<file path="config.mk">
export PLATFORM = sky130hd
export DESIGN_NAME = adc_scan_ctrl
export DESIGN_NICKNAME = d
export VERILOG_FILES = /design/src/rtl/adc_scan_ctrl.sv
export SDC_FILE = /design/constraint.sdc
export NUM_CORES = 1
export LEC_CHECK = 0
export ABC_CLOCK_PERIOD_IN_PS = 1500
export CORE_ASPECT_RATIO = 1.75
export CORE_UTILIZATION = 44
export CTS_CLUSTER_SIZE = 20
export DETAILED_ROUTE_END_ITERATION = 10
export PLACE_DENSITY = 0.82
export SYNTH_ARGS = -nofsm -noshare
export SYNTH_HDL_FRONTEND = slang
export SYNTH_SLANG_ARGS = --single-unit
</file>
<file path="constraint.sdc">
create_clock -name clk -period 1.5 [get_ports clk]
set_clock_uncertainty 0.05 [all_clocks]
set_input_delay 0.3 -clock clk [delete_from_list [all_inputs] [get_ports clk]]
set_output_delay 0.3 -clock clk [all_outputs]
set_load 0.02 [all_outputs]
</file>
<file path="src/rtl/adc_scan_ctrl.sv">
// adc_scan_ctrl: round-robin scheduler sharing one flash ADC among N_CH
// requesters. A conversion steers the input mux, waits SETTLE cycles,
// averages 2^AVG_LOG samples, then returns the code with its channel id
// and acks the requester.
//
// Handshake: req[i] is a level request that the requester holds until it
// sees the one-cycle ack[i]. A request that drops after its grant still
// completes and is still acked. A request that rises mid-conversion waits
// for the next IDLE arbitration. res_valid pulses together with ack, and
// res_data/res_ch hold until the next result.
module adc_scan_ctrl #(
  parameter int N       = 3,
  parameter int N_CH    = 4,
  parameter int SETTLE  = 2,
  parameter int AVG_LOG = 1
) (
  input  logic                    clk,
  input  logic                    rst_n,
  input  logic [N_CH-1:0]         req,
  input  logic [N-1:0]            adc_q,
  output logic [$clog2(N_CH)-1:0] mux_sel,
  output logic                    sample,
  output logic                    busy,
  output logic [N_CH-1:0]         ack,
  output logic                    res_valid,
  output logic [$clog2(N_CH)-1:0] res_ch,
  output logic [N-1:0]            res_data,
  output logic [1:0]              dbg_state
);

  localparam int CW  = $clog2(N_CH);
  localparam int AW  = N + AVG_LOG;
  localparam int SCW = (SETTLE > 1) ? $clog2(SETTLE) : 1;
  localparam int MCW = (AVG_LOG > 0) ? AVG_LOG : 1;
  localparam int NS  = 1 << AVG_LOG;

  typedef enum logic [1:0] {
    S_IDLE   = 2'd0,
    S_SETTLE = 2'd1,
    S_SAMPLE = 2'd2,
    S_DONE   = 2'd3
  } state_t;

  state_t          state_q, state_d;
  logic [CW-1:0]   ptr_q, ptr_d;
  logic [CW-1:0]   ch_q, ch_d;
  logic [CW-1:0]   mux_sel_q, mux_sel_d;
  logic [AW-1:0]   acc_q, acc_d;
  logic [SCW-1:0]  scnt_q, scnt_d;
  logic [MCW-1:0]  mcnt_q, mcnt_d;
  logic [N-1:0]    res_data_q, res_data_d;
  logic [CW-1:0]   res_ch_q, res_ch_d;
  logic            sample_q, sample_d;
  logic            busy_q, busy_d;
  logic            res_valid_q, res_valid_d;
  logic [N_CH-1:0] ack_q, ack_d;

  logic            gnt_found;
  logic [CW-1:0]   gnt_idx;
  logic [AW-1:0]   acc_sum;

  // Round-robin pick: first requester at or after ptr, wrapping.
  always_comb begin
    gnt_found = 1'b0;
    gnt_idx   = '0;
    for (int i = 0; i < N_CH; i++) begin
      if (!gnt_found && req[CW'((int'(ptr_q) + i) % N_CH)]) begin
        gnt_found = 1'b1;
        gnt_idx   = CW'((int'(ptr_q) + i) % N_CH);
      end
    end
  end

  // Next-state and datapath decode; outputs are derived from the next
  // state so the registered copies line up with the state they describe.
  always_comb begin
    state_d    = state_q;
    ptr_d      = ptr_q;
    ch_d       = ch_q;
    mux_sel_d  = mux_sel_q;
    acc_d      = acc_q;
    scnt_d     = scnt_q;
    mcnt_d     = mcnt_q;
    res_data_d = res_data_q;
    res_ch_d   = res_ch_q;
    acc_sum    = acc_q + AW'(adc_q);

    case (state_q)
      S_IDLE: begin
        if (gnt_found) begin
          ch_d      = gnt_idx;
          mux_sel_d = gnt_idx;
          acc_d     = '0;
          scnt_d    = '0;
          mcnt_d    = '0;
          state_d   = (SETTLE == 0) ? S_SAMPLE : S_SETTLE;
        end
      end
      S_SETTLE: begin
        if (scnt_q == SCW'(SETTLE - 1)) state_d = S_SAMPLE;
        else                            scnt_d  = scnt_q + 1'b1;
      end
      S_SAMPLE: begin
        acc_d = acc_sum;
        if (mcnt_q == MCW'(NS - 1)) begin
          // Result includes the sample captured in this last cycle.
          state_d    = S_DONE;
          res_data_d = N'(acc_sum >> AVG_LOG);
          res_ch_d   = ch_q;
          ptr_d      = CW'((int'(ch_q) + 1) % N_CH);
        end else begin
          mcnt_d = mcnt_q + 1'b1;
        end
      end
      default: begin
        state_d = S_IDLE;
      end
    endcase

    sample_d    = (state_d == S_SAMPLE);
    busy_d      = (state_d != S_IDLE);
    res_valid_d = (state_d == S_DONE);
    ack_d       = res_valid_d ? (N_CH'(1) << ch_d) : '0;
  end

  // Single state register for the FSM, its datapath and registered outputs.
  always_ff @(posedge clk or negedge rst_n) begin
    if (!rst_n) begin
      state_q     <= S_IDLE;
      ptr_q       <= '0;
      ch_q        <= '0;
      mux_sel_q   <= '0;
      acc_q       <= '0;
      scnt_q      <= '0;
      mcnt_q      <= '0;
      res_data_q  <= '0;
      res_ch_q    <= '0;
      sample_q    <= 1'b0;
      busy_q      <= 1'b0;
      res_valid_q <= 1'b0;
      ack_q       <= '0;
    end else begin
      state_q     <= state_d;
      ptr_q       <= ptr_d;
      ch_q        <= ch_d;
      mux_sel_q   <= mux_sel_d;
      acc_q       <= acc_d;
      scnt_q      <= scnt_d;
      mcnt_q      <= mcnt_d;
      res_data_q  <= res_data_d;
      res_ch_q    <= res_ch_d;
      sample_q    <= sample_d;
      busy_q      <= busy_d;
      res_valid_q <= res_valid_d;
      ack_q       <= ack_d;
    end
  end

  assign mux_sel   = mux_sel_q;
  assign sample    = sample_q;
  assign busy      = busy_q;
  assign ack       = ack_q;
  assign res_valid = res_valid_q;
  assign res_ch    = res_ch_q;
  assign res_data  = res_data_q;
  assign dbg_state = state_q;

endmodule

</file>
==> run summary <==
• outcome: finished clean
• number of detailed-routing iterations run before antenna repair: 3
• leakage power total: 0.000824 uW
• Final nets: 160
• tightest slew margin relative to the limit: 76.8%
• Initial Utilization: 46.8%
• maximum number of pins on one net before global-route repair: 27
• Seq cells post-synth: 26
• mean area per synthesized cell: 11.1 um^2
• Post-Syn Area: 1170 um^2
• placer's final routability congestion estimate: 0.782
• kind of launch point of the worst setup path: register
• data required time of the critical path: 1610 ps
• hpwl dp: 1760 um
• fmax: 690 MHz
• number of distinct library cells after synthesis: 33
• RSZ-0062 raised after global routing: true
• minimum clock period after layout: 1450 ps
• number of remaining DRC errors: 0
• placed inst area: 1520 um^2
• depth of the CTS H-tree: 1
• synthesized instance count: 105
• final setup vio count: 0
• cell type contributing the most total cell area after synthesis: sky130_fd_sc_hd__dfrtp_1
• Reg2Reg Depth: 3
• part of the total power dissipated in the clock network: 12.6%
• Inserted Clock Buffers: 3
• largest cells by area after synthesis: sky130_fd_sc_hd__dfrtp_1 (56%), sky130_fd_sc_hd__nand2_1 (7.1%), sky130_fd_sc_hd__ha_1 (3.2%)
• horizontal extent of the die: 40.9 um
• Hold Worst Slack: 342 ps
• Data arrival, critical path: 1560 ps
• area growth from synthesis to layout: 35.4%
• Final Cycle Share: 96.6%
• power density cells: 1910 nW/um^2
• initial antenna violation count: 0
• aggregate global-route resource usage: 19.0%
• share of the synthesized area in the top cell type: 55.8%
• Synthesized Nets: 118
• sequential group share of total power: 39.3%
• Vias/cell: 5.26
• clock insertion delay at the later pin of the skew report: 270 ps
• area of the core region: 2490 um^2
• startpoint-to-endpoint class of the critical path: register to register
• die height: 70.1 um
• proportion of total power due to net switching: 39.2%
• fraction of layout cells with a size suffix above 1: 22.1%
• async set-or-reset flop fraction in the synthesized netlist: 100%
• YS warnings: 0
• final cell area excluding filler cells: 1580 um^2
• Antenna Diode Count: 0
• vias after detailed routing: 899
• worst slew pin tran: 345 ps
• vias in the first global route: 909
• total I/O pin count: 25
• Total Routed Length: 2280 um
• Clock Path Buffers: 2
• Max Cap Violations: 0
• number of flops mapped to enable cells by yosys: 0
• Slew Viols, Final: 0
• largest driver fanout on the critical path: 2
• row count: 24
• die area: 2870 um^2
• share of power burned in combinational logic: 48.0%
• number of antenna-violating nets in the routed design: 0
• net switching power: 1180 uW
• CTS Root Cell: sky130_fd_sc_hd__clkbuf_8
• class of the worst hold path: primary input to asynchronous set/reset pin
• share of the yosys chip area belonging to registers: 55.8%
• Port Buf Inserts: 24
• DRC marker count from the first detailed-route iteration: 21
• sort of element at the end of the critical path: register
• total grt overflow: 0
• Sinks on Clock Net: 26
• Int Power: 1840 uW
• final hold violation count: 0
• per-cell routed wire length: 13.3 um
• wire length of the first global-routing pass: 3780 um
• ys flop type: sky130_fd_sc_hd__dfrtp_1
• CTS clock-pin slew for the worst setup and hold paths: 80 ps
• TritonCTS clock tree: yes
• maximum vdd ir drop: 0.975 mV
[cells in the final DEF (no fill, tap or decap), types with 2 or more instances in the layout]
cell,netlist,routed
sky130_fd_sc_hd__nand2b_1,5,5
sky130_fd_sc_hd__nor2b_1,2,2
sky130_fd_sc_hd__nor2_1,2,2
sky130_fd_sc_hd__a22o_1,2,2
sky130_fd_sc_hd__and3_1,2,2
sky130_fd_sc_hd__o21ai_1,3,4
sky130_fd_sc_hd__a21o_1,3,3
sky130_fd_sc_hd__a21oi_1,5,4
sky130_fd_sc_hd__nand3_1,2,2
sky130_fd_sc_hd__ha_1,3,2
sky130_fd_sc_hd__buf_4,2,16
sky130_fd_sc_hd__clkdlybuf4s50_1,0,2
sky130_fd_sc_hd__clkbuf_8,0,3
sky130_fd_sc_hd__dfrtp_1,26,26
sky130_fd_sc_hd__and2_1,2,2
sky130_fd_sc_hd__o21ai_0,4,3
sky130_fd_sc_hd__dlygate4sd2_1,0,21
sky130_fd_sc_hd__nand2_1,22,22
[through the flow]
stage | setup TNS (ps) | util (%) | instances | power [uW] | setup WS [ps]
2_1_floorplan | 0 | - | 105 | 2060 | 6.08
3_3_place_gp | -4060 | 60.8 | 165 | 2600 | -320
3_5_place_dp | -4440 | 60.8 | 165 | 2680 | -381
4_1_cts | 0 | 63.3 | 171 | 3040 | 51.7
5_1_grt | -6.10 | 63.4 | 171 | 3250 | -6.10
6_report | 0 | 63.4 | 171 | 3020 | 50.5
[cells in the mapped netlist (3+ instances only)]
library cell and number:
sky130_fd_sc_hd__a21o_1 3, sky130_fd_sc_hd__nand2_1 22, sky130_fd_sc_hd__o21ai_1 3, sky130_fd_sc_hd__a21oi_1 5, sky130_fd_sc_hd__o21ai_0 4, sky130_fd_sc_hd__nand2b_1 5, sky130_fd_sc_hd__ha_1 3, sky130_fd_sc_hd__dfrtp_1 26
[logic make-up (layout without fill, tap and decap cells)]
kind of cell / after synthesis / count (layout) / synth area share, %
and+or+nand+nor: 46 / 46 / 22.0
AOI/OAI and AO/OA: 22 / 22 / 13.0
buffers and inverters: 4 / 44 / 2.04
DFF: 26 / 26 / 55.8
adders and majority gates: 4 / 4 / 4.94
xor gates and xnor gates: 3 / 3 / 2.25
[cell type report]
type / count / area (um^2)
Fill cell: 199 / 913
Sequential cell: 26 / 651
Multi-Input combinational cell: 75 / 514
Timing Repair Buffer: 40 / 337
Clock buffer: 3 / 41.3
Tap cell: 26 / 32.5
Inverter: 1 / 3.75
[timing repair]
item,CTS,global route
cloned,0,0
setup buffers,3,0
hold buffers,0,0
resized for setup,26,2
endpoints found under the setup margin,25,2
pin swaps,7,4
hold endpoints to repair,0,0
[state kept, by name, indices dropped and copies added, names as in the netlist, 2 cells and up]
signal and count:
acc_q 4, ack 4, res_data 3, ch_q 2, dbg_state 2, mux_sel 2
ptr_q 2, res_ch 2
[power by group through the flow]
stage	registers (uW)	clock network (uW)	logic, uW
5_1_grt	1230	425	1590
6_report	1190	381	1450
3_3_place_gp	1190	0	1410
4_1_cts	1190	392	1460
2_1_floorplan	1330	0	725
3_5_place_dp	1210	0	1460
[path summary, 6_finish.rpt]
kind,startpoint,to,slack (ps)
max in group asynchronous,rst_n,res_data[1]$_DFFE_PN0P_,820
setup / recovery,acc_q[0]$_DFFE_PN0P_,acc_q[1]$_DFFE_PN0P_,50
setup reg to reg,acc_q[0]$_DFFE_PN0P_,acc_q[1]$_DFFE_PN0P_,50
hold / removal,rst_n,acc_q[1]$_DFFE_PN0P_,340
min in group clk,res_data[1]$_DFFE_PN0P_,res_data[1]$_DFFE_PN0P_,430
hold reg to reg,res_data[1]$_DFFE_PN0P_,res_data[1]$_DFFE_PN0P_,430
[critical path, cell delays in order (launching register included)]
cell and delay (ps):
sky130_fd_sc_hd__dfrtp_1 400, sky130_fd_sc_hd__ha_2 210, sky130_fd_sc_hd__fa_2 450, sky130_fd_sc_hd__a22o_1 240
[per-layer routing]
metal	up-vias	GRT usage, %	wire length [um]	part of all wire (%)
li1	442	-	-	-
met1	439	22.2	932	41
met2	14	32.5	1260	55
met3	4	1.90	56	2.5
met4	0	7.78	30	1.3
met5	-	0	0	0
Note: power is estimated with default switching activity, not from simulation.
